### src/rtl/core_fetch_pkg.sv
//-----------------------------------------------------------------------------
// Module  : core_fetch_pkg
// Brief   : Shared micro-architecture types for the fetch stage: halfword
//           instruction/pointer types, the NOP encoding and the prefetch
//           FIFO entry layout.
// Revision: 1.0 - initial release
//-----------------------------------------------------------------------------
`default_nettype none

`ifndef NOP
`define NOP 16'h0000
`endif

package core_fetch_pkg;

  // One 16-bit instruction and a halfword-granular program counter
  typedef logic [15:0] hword;
  typedef logic [15:0] hptr;

  // Instruction presented to decode whenever nothing valid is available
  localparam hword NOP_INSN = `NOP;

  // One prefetch buffer slot: the instruction and the PC it was fetched from
  typedef struct packed {
    hword insn;
    hptr  pc;
  } fetch_entry;

  // Request tracking: IDLE = nothing outstanding, PEND = request held
  // waiting for mem_ready, DISC = held request whose data must be dropped
  typedef enum logic [1:0] {
    ST_IDLE = 2'd0,
    ST_PEND = 2'd1,
    ST_DISC = 2'd2
  } fetch_state_e;

  // Next sequential halfword PC; wraps naturally at the type width
  function automatic hptr hptr_inc(input hptr p);
    return p + hptr'(1);
  endfunction

endpackage

`default_nettype wire

### src/rtl/core_fetch_fifo.sv
//-----------------------------------------------------------------------------
// Module  : core_fetch_fifo
// Brief   : Prefetch FIFO of fetch_entry slots with push/pop/clear. A pushed
//           entry becomes visible at the head on the following cycle. Clear
//           dominates push and pop. DEPTH must be a power of two, >= 2.
// Revision: 1.0 - initial release
//-----------------------------------------------------------------------------
`default_nettype none

module core_fetch_fifo
  import core_fetch_pkg::*;
#(
  parameter int   DEPTH = 4,
  localparam int  PTR_W = $clog2(DEPTH),
  localparam int  CNT_W = PTR_W + 1
) (
  input  logic             clk,
  input  logic             rst_n,
  input  logic             push,
  input  fetch_entry       push_data,
  input  logic             pop,
  input  logic             clear,
  output fetch_entry       head,
  output logic [CNT_W-1:0] count,
  output logic             full,
  output logic             empty
);

  localparam logic [CNT_W-1:0] c_depth = CNT_W'(DEPTH);

  logic [PTR_W-1:0] r_rd_ptr;
  logic [PTR_W-1:0] r_wr_ptr;
  logic [CNT_W-1:0] r_count;
  fetch_entry       r_mem [DEPTH];

  logic w_do_push;
  logic w_do_pop;

  assign empty = (r_count == '0);
  assign full  = (r_count == c_depth);
  assign count = r_count;

  // Pop only real data; push is allowed into a full FIFO only when a pop frees a slot
  assign w_do_pop  = pop  && !empty && !clear;
  assign w_do_push = push && !clear && (!full || w_do_pop);

  // Head is read straight from storage so it tracks rd_ptr with no extra stage
  always_comb begin
    head = r_mem[r_rd_ptr];
  end

  // Pointer and occupancy bookkeeping; power-of-two depth lets pointers wrap freely
  always_ff @(posedge clk or negedge rst_n) begin
    if (!rst_n) begin
      r_rd_ptr <= '0;
      r_wr_ptr <= '0;
      r_count  <= '0;
    end else if (clear) begin
      r_rd_ptr <= '0;
      r_wr_ptr <= '0;
      r_count  <= '0;
    end else begin
      if (w_do_push) begin
        r_wr_ptr <= r_wr_ptr + PTR_W'(1);
      end
      if (w_do_pop) begin
        r_rd_ptr <= r_rd_ptr + PTR_W'(1);
      end
      if (w_do_push && !w_do_pop) begin
        r_count <= r_count + CNT_W'(1);
      end else if (!w_do_push && w_do_pop) begin
        r_count <= r_count - CNT_W'(1);
      end
    end
  end

  // Storage needs no reset: slots are only read once the count says they hold data
  always_ff @(posedge clk) begin
    if (w_do_push) begin
      r_mem[r_wr_ptr] <= push_data;
    end
  end

endmodule

`default_nettype wire

### src/rtl/core_fetch.sv
//-----------------------------------------------------------------------------
// Module  : core_fetch
// Brief   : Fetch stage ahead of core_decode. Issues sequential halfword PCs
//           over a valid/ready memory port (one request outstanding), buffers
//           responses in a prefetch FIFO and presents insn/insn_pc to decode.
//           A redirect clears the FIFO, forwards flush and squashes any
//           request already presented to memory.
//           Option: define CORE_FETCH_BYPASS_EN to route a response straight
//           to decode when the FIFO is empty (saves one cycle of latency).
// Revision: 1.0 - initial release
//-----------------------------------------------------------------------------
`default_nettype none

module core_fetch
  import core_fetch_pkg::*;
#(
  parameter int  DEPTH    = 4,
  parameter hptr RESET_PC = '0
) (
  input  logic                  clk,
  input  logic                  rst_n,
  input  logic                  stall,
  input  logic                  branch,
  input  logic [$bits(hptr)-1:0]  branch_target,
  output logic                  mem_req,
  output logic [$bits(hptr)-1:0]  mem_addr,
  input  logic                  mem_ready,
  input  logic [$bits(hword)-1:0] mem_data,
  output logic [$bits(hword)-1:0] insn,
  output logic [$bits(hptr)-1:0]  insn_pc,
  output logic                  flush
);

  localparam int CNT_W = $clog2(DEPTH) + 1;
  localparam logic [CNT_W-1:0] c_depth = CNT_W'(DEPTH);

  fetch_state_e r_state;
  hptr          r_fetch_pc;
  hptr          r_disc_addr;

  fetch_entry       w_head;
  fetch_entry       w_push_data;
  logic [CNT_W-1:0] w_count;
  logic             w_full;
  logic             w_empty;
  logic             w_discard;
  logic             w_hs;
  logic             w_accept;
  logic             w_bypass;
  logic             w_push;
  logic             w_pop;

  assign w_discard = (r_state == ST_DISC);

  // A squashed request keeps requesting regardless of occupancy; the FIFO was cleared anyway
  assign mem_req  = rst_n && (w_discard || (w_count < c_depth));
  assign mem_addr = w_discard ? r_disc_addr : r_fetch_pc;

  assign w_hs     = mem_req && mem_ready;
  // A response is usable only if it was not squashed earlier or by a redirect this cycle
  assign w_accept = w_hs && !w_discard && !branch;

`ifdef CORE_FETCH_BYPASS_EN
  assign w_bypass = w_accept && w_empty;
`else
  assign w_bypass = 1'b0;
`endif

  // A bypassed response that decode takes this cycle must not also be buffered
  assign w_push      = w_accept && !w_full && !(w_bypass && !stall);
  assign w_pop       = !stall && !w_empty && !branch;
  assign w_push_data = '{insn: mem_data, pc: mem_addr};

  assign flush = branch;

  // Decode sees bypassed data first, then the FIFO head, otherwise a NOP at the fetch PC
  always_comb begin
    insn    = NOP_INSN;
    insn_pc = r_fetch_pc;
    if (w_bypass) begin
      insn    = mem_data;
      insn_pc = mem_addr;
    end else if (!w_empty) begin
      insn    = w_head.insn;
      insn_pc = w_head.pc;
    end
  end

  // Request tracking FSM and fetch PC; a redirect always wins over the sequential increment
  always_ff @(posedge clk or negedge rst_n) begin
    if (!rst_n) begin
      r_state     <= ST_IDLE;
      r_fetch_pc  <= RESET_PC;
      r_disc_addr <= RESET_PC;
    end else begin
      if (branch) begin
        r_fetch_pc <= branch_target;
      end else if (w_hs && !w_discard) begin
        r_fetch_pc <= hptr_inc(r_fetch_pc);
      end

      unique case (r_state)
        ST_IDLE, ST_PEND: begin
          if (mem_req && !mem_ready) begin
            if (branch) begin
              // Memory may already have latched this address: finish it, then drop it
              r_state     <= ST_DISC;
              r_disc_addr <= mem_addr;
            end else begin
              r_state <= ST_PEND;
            end
          end else begin
            r_state <= ST_IDLE;
          end
        end
        ST_DISC: begin
          // Further redirects keep the squash; the held address never changes
          if (mem_ready) begin
            r_state <= ST_IDLE;
          end else begin
            r_state <= ST_DISC;
          end
        end
        default: begin
          r_state <= ST_IDLE;
        end
      endcase
    end
  end

  core_fetch_fifo #(
    .DEPTH (DEPTH)
  ) u_fifo (
    .clk       (clk),
    .rst_n     (rst_n),
    .push      (w_push),
    .push_data (w_push_data),
    .pop       (w_pop),
    .clear     (branch),
    .head      (w_head),
    .count     (w_count),
    .full      (w_full),
    .empty     (w_empty)
  );

endmodule

`default_nettype wire

### config.mk
export PLATFORM = sky130hd
export DESIGN_NAME = core_fetch
export DESIGN_NICKNAME = d
export VERILOG_FILES = /design/src/rtl/core_fetch_pkg.sv /design/src/rtl/core_fetch_fifo.sv /design/src/rtl/core_fetch.sv
export SDC_FILE = /design/constraint.sdc
export NUM_CORES = 1
export LEC_CHECK = 0
export CORE_ASPECT_RATIO = 1.2
export CORE_UTILIZATION = 55
export CTS_BUF_LIST = sky130_fd_sc_hd__clkbuf_8
export DETAILED_ROUTE_END_ITERATION = 7
export HOLD_SLACK_MARGIN = 0.1
export PLACE_DENSITY = 0.79
export SLEW_MARGIN = 20
export SYNTH_ARGS = -nofsm -noshare
export SYNTH_HDL_FRONTEND = slang
export SYNTH_SLANG_ARGS = --single-unit
### constraint.sdc
create_clock -name clk -period 2.7 [get_ports clk]
set_clock_uncertainty 0.15 [all_clocks]
set_input_delay 0.54 -clock clk [delete_from_list [all_inputs] [get_ports clk]]
set_output_delay 0.54 -clock clk [all_outputs]
set_load 0.05 [all_outputs]
# ---- After elaboration in Yosys (flattened, before gate mapping)
# Memory sizes are Yosys's and may differ from the RTL's.
# Index checks and enable logic that the tools add are counted.
# Widths: inputs -> output; s select.
dict set report totals {
  reg_bits 41
  ramBits 128
  n_memories 1
  output_inout_bits 50
  elab_cells 66
}
# memory words word_bits rd rd_ports_with_merged_regs write_ports line_no
set mem_list {}
lappend mem_list {u_fifo.r_mem 4 32 1 0 1 core_fetch_fifo.sv:34} ;# fetch_entry r_mem [DEPTH];
dict set report op_classes {
  n_lt_le_gt_ge 1
  mux 18
  add_sub_neg 5
  n_eq_ne 3
  n_reduce_logical 32
}
# op n
set op_table {}
lappend op_table {{$mux 16} 5}
lappend op_table {{$add 16x1->16 const B} 1}
lappend op_table {{$logic_and 1x1->1} 14}
lappend op_table {{$mux 2} 7}
lappend op_table {{$mux 3} 3}
lappend op_table {{$logic_not 1->1} 8}
lappend op_table {{$reduce_bool 2->1} 3}
lappend op_table {{$add 2x1->2 const B} 2}
lappend op_table {{$pmux 2 s2} 1}
lappend op_table {{$add 3x1->3 const B} 1}
lappend op_table {{$eq 3x3->1 const B} 1}
lappend op_table {{$logic_not 3->1} 1}
lappend op_table {{$lt 3x3->1 const B} 1}
lappend op_table {{$reduce_and 3->1} 1}
lappend op_table {{$reduce_bool 3->1} 1}
lappend op_table {{$sub 3x1->3 const B} 1}
lappend op_table {{$eq 2x1->1 const B} 1}
lappend op_table {{$eq 2x2->1 const B} 1}
lappend op_table {{$logic_not 2->1} 1}
lappend op_table {{$logic_or 1x1->1} 2}
lappend op_table {{$mux 1} 2}
lappend op_table {{$reduce_or 2->1} 1}

# ---- Logic depth before layout (Yosys ltp)
dict set report logic_depth {
  word_depth 14
  ltp_mapped 7
}

# ---- Hierarchy
# A second synthesis with hierarchy kept.
dict set report hier_totals {
  cells_unflattened 463
  hier_area_um2 7330.8
}
# mod n_inst area_each_um2 cells_per_inst seq_area_each_um2
set modules_own_cells {}
lappend modules_own_cells {core_fetch_fifo 1 5156.2 224 4018.9}
lappend modules_own_cells {core_fetch 1 2174.6 239 850.8}

# ---- Worst setup path before layout
# OpenSTA, ideal clock, no wires.
dict set report synth_timing {
  path_type {register -> output}
  startpoint {reg r_state[1]}
  endpoint {out mem_addr[14]}
  setup_slack_ps 4
  path_buffers 1
  stages_incl_launch_ff 4
  t_arrival_ps 2006
  required_ps 2010
  cell_sequence {dfrtp_1 > nor2b_1 > clkbuf_1 > o21ai_0}
}
dict set report synth_between {
  elab_chain_cells 2
}
# item line_no
set synth_rtl {}
lappend synth_rtl {{from (decl)} core_fetch.sv:37} ;# fetch_state_e r_state;
lappend synth_rtl {{from (signal assigned)} core_fetch.sv:92} ;# r_state <= ST_IDLE;
lappend synth_rtl {{from (signal assigned)} core_fetch.sv:107} ;# r_state <= ST_DISC;
lappend synth_rtl {{from (signal assigned)} core_fetch.sv:110} ;# r_state <= ST_PEND;
lappend synth_rtl {{$eq 2x2->1} core_fetch.sv:53} ;# assign w_discard = (r_state == ST_DISC);
lappend synth_rtl {{$mux 16} core_fetch.sv:57} ;# assign mem_addr = w_discard ? r_disc_addr : r_fetch_pc;
lappend synth_rtl {{to (decl)} core_fetch.sv:26} ;# output logic [$bits(hptr)-1:0] mem_addr,
# No other way between the ends.

# ---- Worst setup path in the final report
dict set report layout_timing {
  startpoint {reg u_fifo.r_rd_ptr[0]}
  endpoint {out insn_pc[0]}
}
dict set report layout_between {
  elab_chain_cells 2
}
# item line_no
set layout_rtl {}
lappend layout_rtl {{from (decl)} core_fetch_fifo.sv:31} ;# logic [PTR_W-1:0] r_rd_ptr;
lappend layout_rtl {{from (signal assigned)} core_fetch_fifo.sv:67} ;# r_rd_ptr <= r_rd_ptr + PTR_W'(1);
lappend layout_rtl {{$mem_v2 4x32} --}
lappend layout_rtl {{$mux 16} core_fetch.sv:83} ;# end else if (!w_empty) begin
lappend layout_rtl {{to (decl)} core_fetch.sv:30} ;# output logic [$bits(hptr)-1:0] insn_pc,
# No other way between the ends.

==> out/qor.txt <==
period utilization: 102.3%
EDFF count, synth: 128
global-route wire length before repair: 24.18 mm
antenna diode instance count: 0
post-DR wirelength/cell: 20.60 µm
PortBufs: 86
initial DRC count: 256
Cell variety after synth: 47
largest net degree at the start of global routing: 26
placed inst area: 0.008763 mm²
core area: 0.01272 mm²
gp weighted congestion: 0.8402
count leader, synth: edfxtp_1
Synth Net Count: 502
die span in y: 127.6 µm
TritonCTS Buffers: 17
crit end category: primary output
DP HPWL: 10.11 mm
layout cells sized above 1: 34.92%
most used cell, CP: buf_4
required time of the worst setup path: 2010 ps
vias post-DR: 4,388
RSZ-0062 raised after global routing: true
Hold WC Path Type: reg2reg
H-tree depth: 4
number of remaining DRC errors: 0
Slew HR: 61.61%
area delta synth->final: 29.95%
all-layer global routing usage: 24.08%
synth top area cells: edfxtp_1, dfrtp_1, mux4_2, mux2_2, nand2_1
Buf/Inv on CP: 2
final setup slack of the worst path: -60.91 ps
initial antenna violation count: 0
Antenna Violating Nets Remaining: 0
die area: 0.01361 mm²
Avg Cell Area, Syn: 15.75 µm²
family with the most delay on the worst path: multiplexers
Clock Path Buffers: 2
Power Density: 1009 mW/mm²
CTS tree: yes
Netlist Area Pre-Place: 0.007231 mm²
clock root buffer: clkbuf_8
YS warnings: 0
critical path class: reg2out
Power Total: 9.477 mW
WHS: 366.1 ps
Final Instance Area: 0.009397 mm²
clk_lat worst skew: 440 ps
number of failing hold endpoints at the final stage: 0
final WL: 15.47 mm
CP Max Fanout: 6
die width: 106.7 µm
leading area contributor after synthesis: edfxtp_1
GRT overflow: 0
Setup crit start kind: flop
asr flop ratio synth: 24.26%
maximum VDD drop: 0.0006330 V
arrival time at the worst endpoint: 2070 ps
fin crit period: 2761 ps
Lkg Pwr: 3.403 nW
Finished Core Util: 73.84%
Top FF cell, synth: edfxtp_1
site row count: 45
area share of the largest cell type after synthesis: 53.16%
failing checks: negative setup slack
initial core utilization: 56.82%
fill cell count: 780
Slew Limit Fails: 0
number of global-route vias before repair: 4,533
sequential-to-total area share from yosys stat: 67.35%
IO Pins: 87
# setup viols final: 17
Critical Path Slowest Stage Cell: mux4_2
clock sinks: 169
Worst path max stage delay: 510 ps
Yosys reg bits: 169
drt pass-1 iters: 4
Critical Path, Cell by Cell: buf_4 -> mux4_2 -> mux2_2 -> buf_4
f_max: 0.3622 GHz
MaxCap Viol Count: 0
Synth Instances: 459
Clock transition at path regs: 90 ps
Worst Tran Pin Value: 575.2 ps
Layout Nets: 617
most frequent cells after synthesis: edfxtp_1, nand2_1, dfrtp_1
Vias/cell: 5.843
status: complete, but fails checks
placed cells by master, fill, tap and decap left out, types with 7 or more instances in the layout:
| cell type | instances |
|---|---|
| a31oi_1 | 10 |
| buf_12 | 41 |
| buf_4 | 27 |
| buf_6 | 13 |
| clkbuf_8 | 17 |
| clkdlybuf4s50_1 | 35 |
| dfrtp_1 | 40 |
| edfxtp_1 | 128 |
| inv_1 | 7 |
| mux2_2 | 34 |
| mux4_2 | 32 |
| nand2_1 | 48 |
| nand3_1 | 11 |
| nor2_1 | 23 |
| nor2b_1 | 8 |
| nor2b_4 | 8 |
| o21ai_0 | 10 |
| or4_1 | 7 |
metrics by stage:
step	instances	setup slack, ps	TNS (ps)
global placement	713	216.1	0
detailed placement	713	147.2	0
finish	751	-60.91	-474.7
global route	751	-140.3	-1906
floorplan	459	4.157	0
CTS	749	-79.59	-1650
worst register-to-register path: cells and delay by family, from the launching register on:
kind                   cells  cell delay, ps
DFF                        1             400
AOI/OAI and AO/OA          1             200
and+or+nand+nor            3            1100
buffers and inverters      2             360
worst paths after layout:
kind / start / slack [ps] / cells past startpoint / endpoint
setup reg to reg: r_state[1] / 440 / 6 / r_fetch_pc[13]
max in group asynchronous: rst_n / 1350 / 3 / u_fifo.r_rd_ptr[0]
hold reg to reg: r_disc_addr[9] / 370 / 1 / r_disc_addr[9]
min in group asynchronous: rst_n / 600 / 3 / r_disc_addr[2]
setup / recovery: u_fifo.r_rd_ptr[0] / -60 / 4 / insn_pc[0]
hold / removal: r_disc_addr[9] / 370 / 1 / r_disc_addr[9]
cell families after synthesis:
logic type	Yosys count	share of synthesized area (%)
buf+inv	33	2.025
simple gates	142	10.11
flops	169	67.35
fa+ha+maj	6	1.142
xor+xnor	8	0.9689
mux	68	15.54
compound gates	33	2.873
registers in the layout, indices dropped and copies added (netlist names):
name and cells:
r_disc_addr 16, r_fetch_pc 16, u_fifo.r_wr_ptr 2, u_fifo.r_rd_ptr 2, u_fifo.count 3, r_state 2
u_fifo.r_mem 128
area by class of cell:
class	instances	area, µm²	share of cell area [%]
sequential	169	4871	51.84
multi-input combinational	257	2302	24.50
timing repair buffer	121	1598	17.00
clock buffer	17	234.0	2.490
tap	164	205.2	2.184
clock inverter	15	156.4	1.664
inverter	8	30.03	0.3196
timing repair:
| action | CTS | global route |
|---|---|---|
| hold buffers | 2 | 0 |
| buffers inserted | 1 | 1 |
| endpoints found under the setup margin | 24 | 38 |
| gates resized for setup | 15 | 29 |
| endpoints found under the hold margin | 41 | 0 |
| gates cloned | 1 | 1 |
routing by layer:
metal  routed length, µm  global-route usage, %  share of wire [%]
met5                   0                      0                  0
met4                 376                  9.911                2.4
met3                 778                  4.949                5.0
met2                8253                  41.37                 53
met1                6064                  29.81                 39
power by group:
part	switching, mW	leakage [nW]	internal, mW
registers	0.170	1.65	3.09
clock network	1.01	0.198	0.692
logic	2.44	1.56	2.07
(Power assumes the default switching activity.)
